File: config.mk
export PLATFORM = sky130hd
export DESIGN_NAME = updown_counter_mod
export DESIGN_NICKNAME = d
export VERILOG_FILES = /design/src/rtl/counter_pkg.sv /design/src/rtl/counter_step_calc.sv /design/src/rtl/updown_counter_mod.sv
export SDC_FILE = /design/constraint.sdc
export NUM_CORES = 1
export LEC_CHECK = 0
export BUFFER_PORTS_ARGS = -buffer_cell sky130_fd_sc_hd__buf_2
export CAP_MARGIN = 20
export CORE_UTILIZATION = 51
export DETAILED_ROUTE_END_ITERATION = 10
export GPL_ROUTABILITY_DRIVEN = 0
export GPL_TIMING_DRIVEN = 0
export PLACE_DENSITY = 0.79
export SYNTH_ARGS = -nofsm -noshare
export SYNTH_HDL_FRONTEND = slang
export SYNTH_SLANG_ARGS = --single-unit
File: constraint.sdc
create_clock -name clk -period 2.3 [get_ports clk]
set_input_delay 0.115 -clock clk [delete_from_list [all_inputs] [get_ports clk]]
set_output_delay 0.115 -clock clk [all_outputs]
set_load 0.05 [all_outputs]
File: src/rtl/counter_pkg.sv
// Shared constants and types for the up/down counter family.
// Optional saturation is enabled with the UPDOWN_SAT_EN macro.
package counter_pkg;

    localparam logic DIR_UP    = 1'b1;
    localparam logic DIR_DOWN  = 1'b0;
    localparam int   DEF_WIDTH = 8;

    typedef enum logic {
        MODE_WRAP,
        MODE_SAT
    } mode_e;

endpackage

File: src/rtl/counter_step_calc.sv
// Combinational next-count calculator for one up/down step.
// Uses WIDTH+1 bit intermediates so the range compare never truncates.
module counter_step_calc
    import counter_pkg::*;
#(
    parameter int WIDTH = DEF_WIDTH,
    parameter int MAX   = 2**WIDTH - 1
) (
    input  logic [WIDTH-1:0] count_i,
    input  logic [WIDTH-1:0] step_i,
    input  logic             dir_i,
    input  mode_e            mode_i,
    output logic [WIDTH-1:0] next_o,
    output logic             wrap_o,
    output logic             sat_o
);

    localparam logic [WIDTH:0] MAX_W = (WIDTH+1)'(MAX);
    localparam logic [WIDTH:0] MOD_W = MAX_W + (WIDTH+1)'(1);

    logic [WIDTH:0] cnt_w;
    logic [WIDTH:0] s_w;
    logic [WIDTH:0] sum_w;
    logic           sat_on;

    assign cnt_w  = {1'b0, count_i};
    assign s_w    = {1'b0, step_i};
    assign sum_w  = cnt_w + s_w;
    assign sat_on = (mode_i == MODE_SAT);

    // Next value, boundary-crossing and clamp flags for one step
    always_comb begin
        next_o = count_i;
        wrap_o = 1'b0;
        sat_o  = 1'b0;
        if (dir_i == DIR_UP) begin
            if (sum_w > MAX_W) begin
                if (sat_on) begin
                    next_o = WIDTH'(MAX_W);
                    sat_o  = 1'b1;
                end else begin
                    next_o = WIDTH'(sum_w - MOD_W);
                    wrap_o = 1'b1;
                end
            end else begin
                next_o = WIDTH'(sum_w);
            end
        end else begin
            if (s_w > cnt_w) begin
                if (sat_on) begin
                    next_o = '0;
                    sat_o  = 1'b1;
                end else begin
                    next_o = WIDTH'(MOD_W - s_w + cnt_w);
                    wrap_o = 1'b1;
                end
            end else begin
                next_o = WIDTH'(cnt_w - s_w);
            end
        end
    end

endmodule

File: src/rtl/updown_counter_mod.sv
// Parametrised up/down counter with load, wrap pulse and sticky overflow.
// Define UPDOWN_SAT_EN to add the sat_mode port and saturating mode.
module updown_counter_mod
    import counter_pkg::*;
#(
    parameter int WIDTH = DEF_WIDTH,
    parameter int MAX   = 2**WIDTH - 1
) (
    input  logic             clk,
    input  logic             rst,
    input  logic             enable,
    input  logic             direction,
    input  logic [WIDTH-1:0] step,
    input  logic             load,
    input  logic [WIDTH-1:0] load_value,
    input  logic             ovf_clr,
`ifdef UPDOWN_SAT_EN
    input  logic             sat_mode,
`endif
    output logic [WIDTH-1:0] counter_out,
    output logic             wrap,
    output logic             ovf_sticky,
    output logic             at_max,
    output logic             at_min
);

    localparam logic [WIDTH-1:0] MAX_N = WIDTH'(MAX);

    logic [WIDTH-1:0] count_q, count_d;
    logic             wrap_q, wrap_d;
    logic             ovf_q, ovf_d;
    logic [WIDTH-1:0] step_c;
    logic [WIDTH-1:0] load_c;
    logic [WIDTH-1:0] calc_next;
    logic             calc_wrap;
    logic             calc_sat;
    mode_e            mode;

    assign step_c = (step > MAX_N) ? MAX_N : step;
    assign load_c = (load_value > MAX_N) ? MAX_N : load_value;

`ifdef UPDOWN_SAT_EN
    assign mode = sat_mode ? MODE_SAT : MODE_WRAP;
`else
    assign mode = MODE_WRAP;
`endif

    counter_step_calc #(
        .WIDTH (WIDTH),
        .MAX   (MAX)
    ) u_calc (
        .count_i (count_q),
        .step_i  (step_c),
        .dir_i   (direction),
        .mode_i  (mode),
        .next_o  (calc_next),
        .wrap_o  (calc_wrap),
        .sat_o   (calc_sat)
    );

    // Load beats enable; overflow set beats ovf_clr; load leaves ovf alone
    always_comb begin
        count_d = count_q;
        wrap_d  = 1'b0;
        ovf_d   = ovf_q;
        if (load) begin
            count_d = load_c;
        end else if (enable) begin
            count_d = calc_next;
            wrap_d  = calc_wrap;
        end
        if (!load && enable && (calc_wrap || calc_sat)) begin
            ovf_d = 1'b1;
        end else if (ovf_clr) begin
            ovf_d = 1'b0;
        end
    end

    // State registers, asynchronously cleared
    always_ff @(posedge clk or negedge rst) begin
        if (!rst) begin
            count_q <= '0;
            wrap_q  <= 1'b0;
            ovf_q   <= 1'b0;
        end else begin
            count_q <= count_d;
            wrap_q  <= wrap_d;
            ovf_q   <= ovf_d;
        end
    end

    assign counter_out = count_q;
    assign wrap        = wrap_q;
    assign ovf_sticky  = ovf_q;
    assign at_max      = (count_q == MAX_N);
    assign at_min      = (count_q == '0);

endmodule

==> results of run 1 <==
## final timing paths
check | slack [ps] | from | end
max in group asynchronous | 1880 | rst | counter_out[5]
hold / removal | 50 | ovf_clr | ovf_sticky
setup reg to reg | 190 | counter_out[0] | counter_out[6]
min in group asynchronous | 240 | rst | counter_out[4]
hold reg to reg | 520 | ovf_sticky | ovf_sticky
setup / recovery | 190 | counter_out[0] | counter_out[6]
## sequential cells by signal (all words and copies together), names as in the netlist
signal and count:
counter_out 8, ovf_sticky 1, wrap 1
## report_power, final
group | switching [mW] | total, mW | internal (mW)
logic | 0.314 | 0.495 | 0.181
clock network | 0.0511 | 0.111 | 0.0599
registers | 0.0380 | 0.241 | 0.203
## placed cells by master (no fill, tap or decap), drive strengths merged, types with 2 or more instances in the layout
master and instances:
a21oi 15, a31oi 2, buf 35, clkbuf 6
dfrtp 10, fa 2, ha 16, inv 18
nand2 8, nand2b 4, nand3 6, nand4 2
nor2 13, nor2b 3, nor3b 4, o211ai 2
o21ai 10, o31ai 2, or4 2, xnor2 4
xor2 2
## routing by layer
metal  global-route usage (%)  part of all wire (%)  vias up
met5                        0                     0        -
met4                     11.9                   1.8        0
met3                     3.74                   5.0        5
met2                     40.2                    48       41
met1                     30.5                    46      532
li1                         -                     -      577
## final cells by class
type	instances	area share [%]
plain buffers	6	1.82
clock buffers	3	1.64
inverters	18	4.92
multi-input cells	111	58.6
flip-flops and latches	10	18.2
well taps	27	2.46
repair buffers	33	12.4
## cell families after synthesis
| group | count (synthesis) | synth area share [%] |
|---|---|---|
| simple gates | 45 | 20.4 |
| compound gates | 40 | 22.4 |
| buf+inv | 24 | 8.07 |
| fa+ha+maj | 18 | 20.9 |
| flops | 10 | 21.8 |
| xor+xnor | 6 | 4.58 |
| mux | 2 | 1.85 |
## per-stage QoR
step / setup WS, ps / total power [mW] / hold slack (ps) / cell area (um2) / util (%)
finish: 188 / 0.846 / 50.2 / 1370 / 67.3
global route: 2.33 / 0.911 / 39.6 / 1370 / 67.3
CTS: 185 / 0.848 / 36.4 / 1370 / 67.3
detailed placement: 204 / 0.728 / -22.1 / 1340 / 65.7
global placement: 223 / 0.715 / -25.3 / 1340 / 65.7
floorplan: 119 / 0.604 / -181 / 1150 / -
==> impl_metrics.yaml, run 1 <==
critical_path:
  worstPathArrival_ps: 2250
  end_kind: "flop"
  critPathRequiredTime_ps: 2440
  critical_path_buf_inv_count: 0
  reg2reg_depth: 8
  path_cells: "ha_1 > fa_1 > nand2b_1 > a21oi_1 > o31ai_1 > a222oi_1 > xor2_1 > o21ai_1"
  cp_max_fo: 5
  cp-start-kind: "flop"
  cp_top_family: "adder cells"
  crit_cells: 8
  slowest_delay_ps: 410
  crit_slowest_cell: "dfrtp_1"
  crit_type: "flop to flop"
floorplan:
  dieArea_um2: 2440
  die_h_um: 49.4
  die_x_um: 49.4
  io_pins: 34
  start_util_pct: 56.2
  fp-row-count: 16
  core_um2: 2040
sta:
  hold_viol_final: 0
  rsz0062_at_grt: "no"
  fin_crit_sh_pct: 91.8
  tightest_slew_ps: 461
  max_freq_mhz: 473
  clock_skew_ps: 1.25
  setup_viol: 0
  tns_ps: 0
  relSlewSlack_pct: 69.3
  finalCriticalPeriod_ps: 2110
  slew_violations: 0
final_layout:
  nets: 223
  synthToLayoutAreaGrowth_pct: 19.7
  antenna_cells: 0
  multi_input_area_um2: 805
  layout.cells.non_filler: 208
  seq_area_um2: 250
  fillers: 198
  drive_gt1_share_pct: 23.2
power:
  p_per_area_nw_per_um2: 616
  leakage_nw: 0.680
  peakVddDrop_mv: 0.546
routing:
  vias: 1155
  firstDrtPassIters: 6
  drc: 0
  vias_per_cell: 5.55
  drtIter0Drc: 33
  ant_nets: 0
  routed_wl_um: 2720
  wire_per_inst_um: 13.1
clock_tree:
  post_cts_buffers: 0
  numCtsBuffers: 3
  cts_tree: "yes"
  cts-hold-fix-buffers: 1
  h-tree-depth: 1
  cts_buffer_depth: 2
  insertion_delay_ps: 260
  clock-sinks: 10
  clk_pin_slew_worst_paths_ps: 60
  ctsResizeCount: 0
  cts_root_buf: "clkbuf_4"
placed_design:
  dpl.hpwl_um: 2200
  port_buffers: 32
  dp.cells: 204
synthesis:
  yosysMostFrequentCell: "inv_1"
  synth_cells: 145
  synth_area_leaders: "dfrtp_1 22%, ha_1 17%, a21oi_1 6.5%, inv_1 5.6%, nor2_1 3.9%"
  synth_cell_type_count: 39
  netlist_area_um2: 1150
  synth_top_flop_cell: "dfrtp_1"
  yosysTopAreaCell: "dfrtp_1"
  ys_ff_latch: 10
  seq_area_frac_synth_pct: 21.8
  synth_edf_count: 0
  synth_area_per_cell_um2: 7.91
  yosys_warnings: 0
  syn-num-nets: 185
  async_reset_ff_share_pct: 100
  synthTopCellsByCount: "17 x inv_1, 16 x ha_1, 15 x a21oi_1"
  yosysTopAreaCellShare_pct: 21.8
global_routing:
  gr-total-overflow: 0
  globalRouteTotalUtil_pct: 24.3
  antenna_found_initial: 0
  grt_pass1_vias: 1069
  grt_pass1_wl_um: 4530
  grt_max_degree: 11
run_status:
  status: "completed"
min_path:
  holdPathStages: 2
  hold_class: "input pin to flop"
flow_run:
  maxCapViolCount: 0
No activity file was read; power rests on OpenSTA's default activity.
==> run 2: changes to the inputs <==
BUFFER_PORTS_ARGS = -buffer_cell sky130_fd_sc_hd__clkbuf_2   (was -buffer_cell sky130_fd_sc_hd__buf_2)
==> run 2 against run 1 <==
Effect of this change: global-route usage is 0.20 points higher; largest power group unchanged; clock power hardly changed; sequential power hardly changed; clock skew is 0.50 ps lower; via count is 1.2% lower; die area stayed put; highest routed layer unchanged.
==> impl_metrics.yaml, run 2 (same netlist as run 1, synthesis figures left out) <==
floorplan:
  core_um2: 2040
  dieArea_um2: 2440
  fp-row-count: 16
  start_util_pct: 56.2
  die_h_um: 49.4
  io_pins: 34
  die_x_um: 49.4
placed_design:
  port_buffers: 32
  dpl.hpwl_um: 2180
  place_area_um2: 1340
global_routing:
  grt_pass1_wl_um: 4610
  grt_max_degree: 11
  antenna_found_initial: 0
  grt_pass1_vias: 1052
  globalRouteTotalUtil_pct: 24.5
  gr-total-overflow: 0
final_layout:
  final_common_cell: "clkbuf_2"
  antenna_cells: 0
  synthToLayoutAreaGrowth_pct: 19.7
  largest_reg_flops: 8
  drive_gt1_share_pct: 23.2
  layout_common_cells: "32 x clkbuf_2, 17 x inv_1, 16 x ha_1"
  nets: 223
  fin_area_um2: 1370
clock_tree:
  ctsResizeCount: 0
  clk_pin_slew_worst_paths_ps: 50
  cts_buffer_depth: 2
  cts-hold-fix-buffers: 1
  cts_tree: "yes"
  numCtsBuffers: 3
  clock-sinks: 10
  h-tree-depth: 1
  cts_root_buf: "clkbuf_4"
  insertion_delay_ps: 260
  post_cts_buffers: 0
routing:
  ant_nets: 0
  drc: 0
  vias: 1141
  firstDrtPassIters: 4
  drtIter0Drc: 21
  vias_per_cell: 5.49
  routed_wl_um: 2690
  wire_per_inst_um: 12.9
critical_path:
  crit_slowest_cell: "dfrtp_1"
  slowest_delay_ps: 410
  reg2reg_from: "counter_out[0]"
  crit_cells: 8
  cp_max_fo: 5
  crit_type: "flop to flop"
  path_cells: "ha_1 > fa_1 > nand2b_1 > a21oi_1 > o31ai_1 > a222oi_1 > xor2_1 > o21ai_1"
  cp-start-kind: "flop"
  reg2reg_depth: 8
  critPathRequiredTime_ps: 2440
  critical_path_buf_inv_count: 0
  worstSetupStartpoint: "counter_out[0]"
  worstPathArrival_ps: 2270
  cp_top_family: "adder cells"
  end_kind: "flop"
sta:
  tns_ps: 0
  setup_viol: 0
  clock_skew_ps: 0.749
  rsz0062_at_grt: "no"
  max_freq_mhz: 469
  slew_violations: 0
  relSlewSlack_pct: 68.4
  tightest_slew_ps: 474
  finalCriticalPeriod_ps: 2130
  hold_viol_final: 0
  fin_crit_sh_pct: 92.7
min_path:
  worst_hold_startpoint: "ovf_clr"
  hold_class: "input pin to flop"
  holdPathStages: 2
run_status:
  status: "completed"
power:
  combPwrFrac_pct: 58.3
  fin_total_pwr_mw: 0.845
  p_sw_share_pct: 47.6
  leakage_nw: 0.682
  pwr-share-clk_pct: 13.0
  power_frac_seq_pct: 28.7
  peakVddDrop_mv: 0.525
  p_per_area_nw_per_um2: 615
  internal_power_mw: 0.443
  switchingPower_mw: 0.402
flow_run:
  maxCapViolCount: 0
-- run 2: cell count changes in the layout (fill, tap and decap cells not counted) --
cell      delta
buf_2       -32
clkbuf_2    +32
-- run 2: path summary, 6_finish.rpt --
path / slack [ps] / end
max in group asynchronous: 1850 / counter_out[2]
hold / removal: 50 / ovf_sticky
hold reg to reg: 540 / ovf_sticky
setup reg to reg: 170 / counter_out[6]
setup / recovery: 170 / counter_out[6]
min in group asynchronous: 250 / counter_out[6]
-- run 2: layer usage --
layer / part of all wire, % / track usage [%]
met4: 0.56 / 9.05
met2: 47 / 41.3
met1: 47 / 32.4
met5: 0 / 0
met3: 5.1 / 1.87
-- run 2: cell type report --
| class | instances | area (um2) |
|---|---|---|
| Buffer | 6 | 25.0 |
| Inverter | 18 | 67.6 |
| Sequential cell | 10 | 250 |
| Timing Repair Buffer | 33 | 170 |
| Clock buffer | 3 | 22.5 |
| Fill cell | 200 | 668 |
| Multi-Input combinational cell | 111 | 805 |
| Tap cell | 27 | 33.8 |
-- run 2: power by group through the flow --
stage | Sequential, mW | Combinational (mW) | Clock (mW)
after detailed placement | 0.245 | 0.483 | 0
after CTS | 0.241 | 0.491 | 0.116
after floorplan | 0.329 | 0.275 | 0
after global placement | 0.241 | 0.474 | 0
after global routing | 0.247 | 0.545 | 0.120
final | 0.243 | 0.493 | 0.110
-- run 2: metrics by stage --
stage	setup slack, ps	util, %	hold slack [ps]	instances
floorplan	119	-	-181	145
global placement	220	65.7	-19.2	204
finish	168	67.3	52.8	208
detailed placement	203	65.7	-14.5	204
CTS	179	67.3	40.3	208
global route	22.0	67.3	45.2	208
-- run 2: worst register-to-register path: stages, from the launching register on --
cell and delay (ps):
dfrtp_1 410, ha_1 250, fa_1 400, nand2b_1 90, a21oi_1 80, o31ai_1 320
a222oi_1 160, xor2_1 220, o21ai_1 90
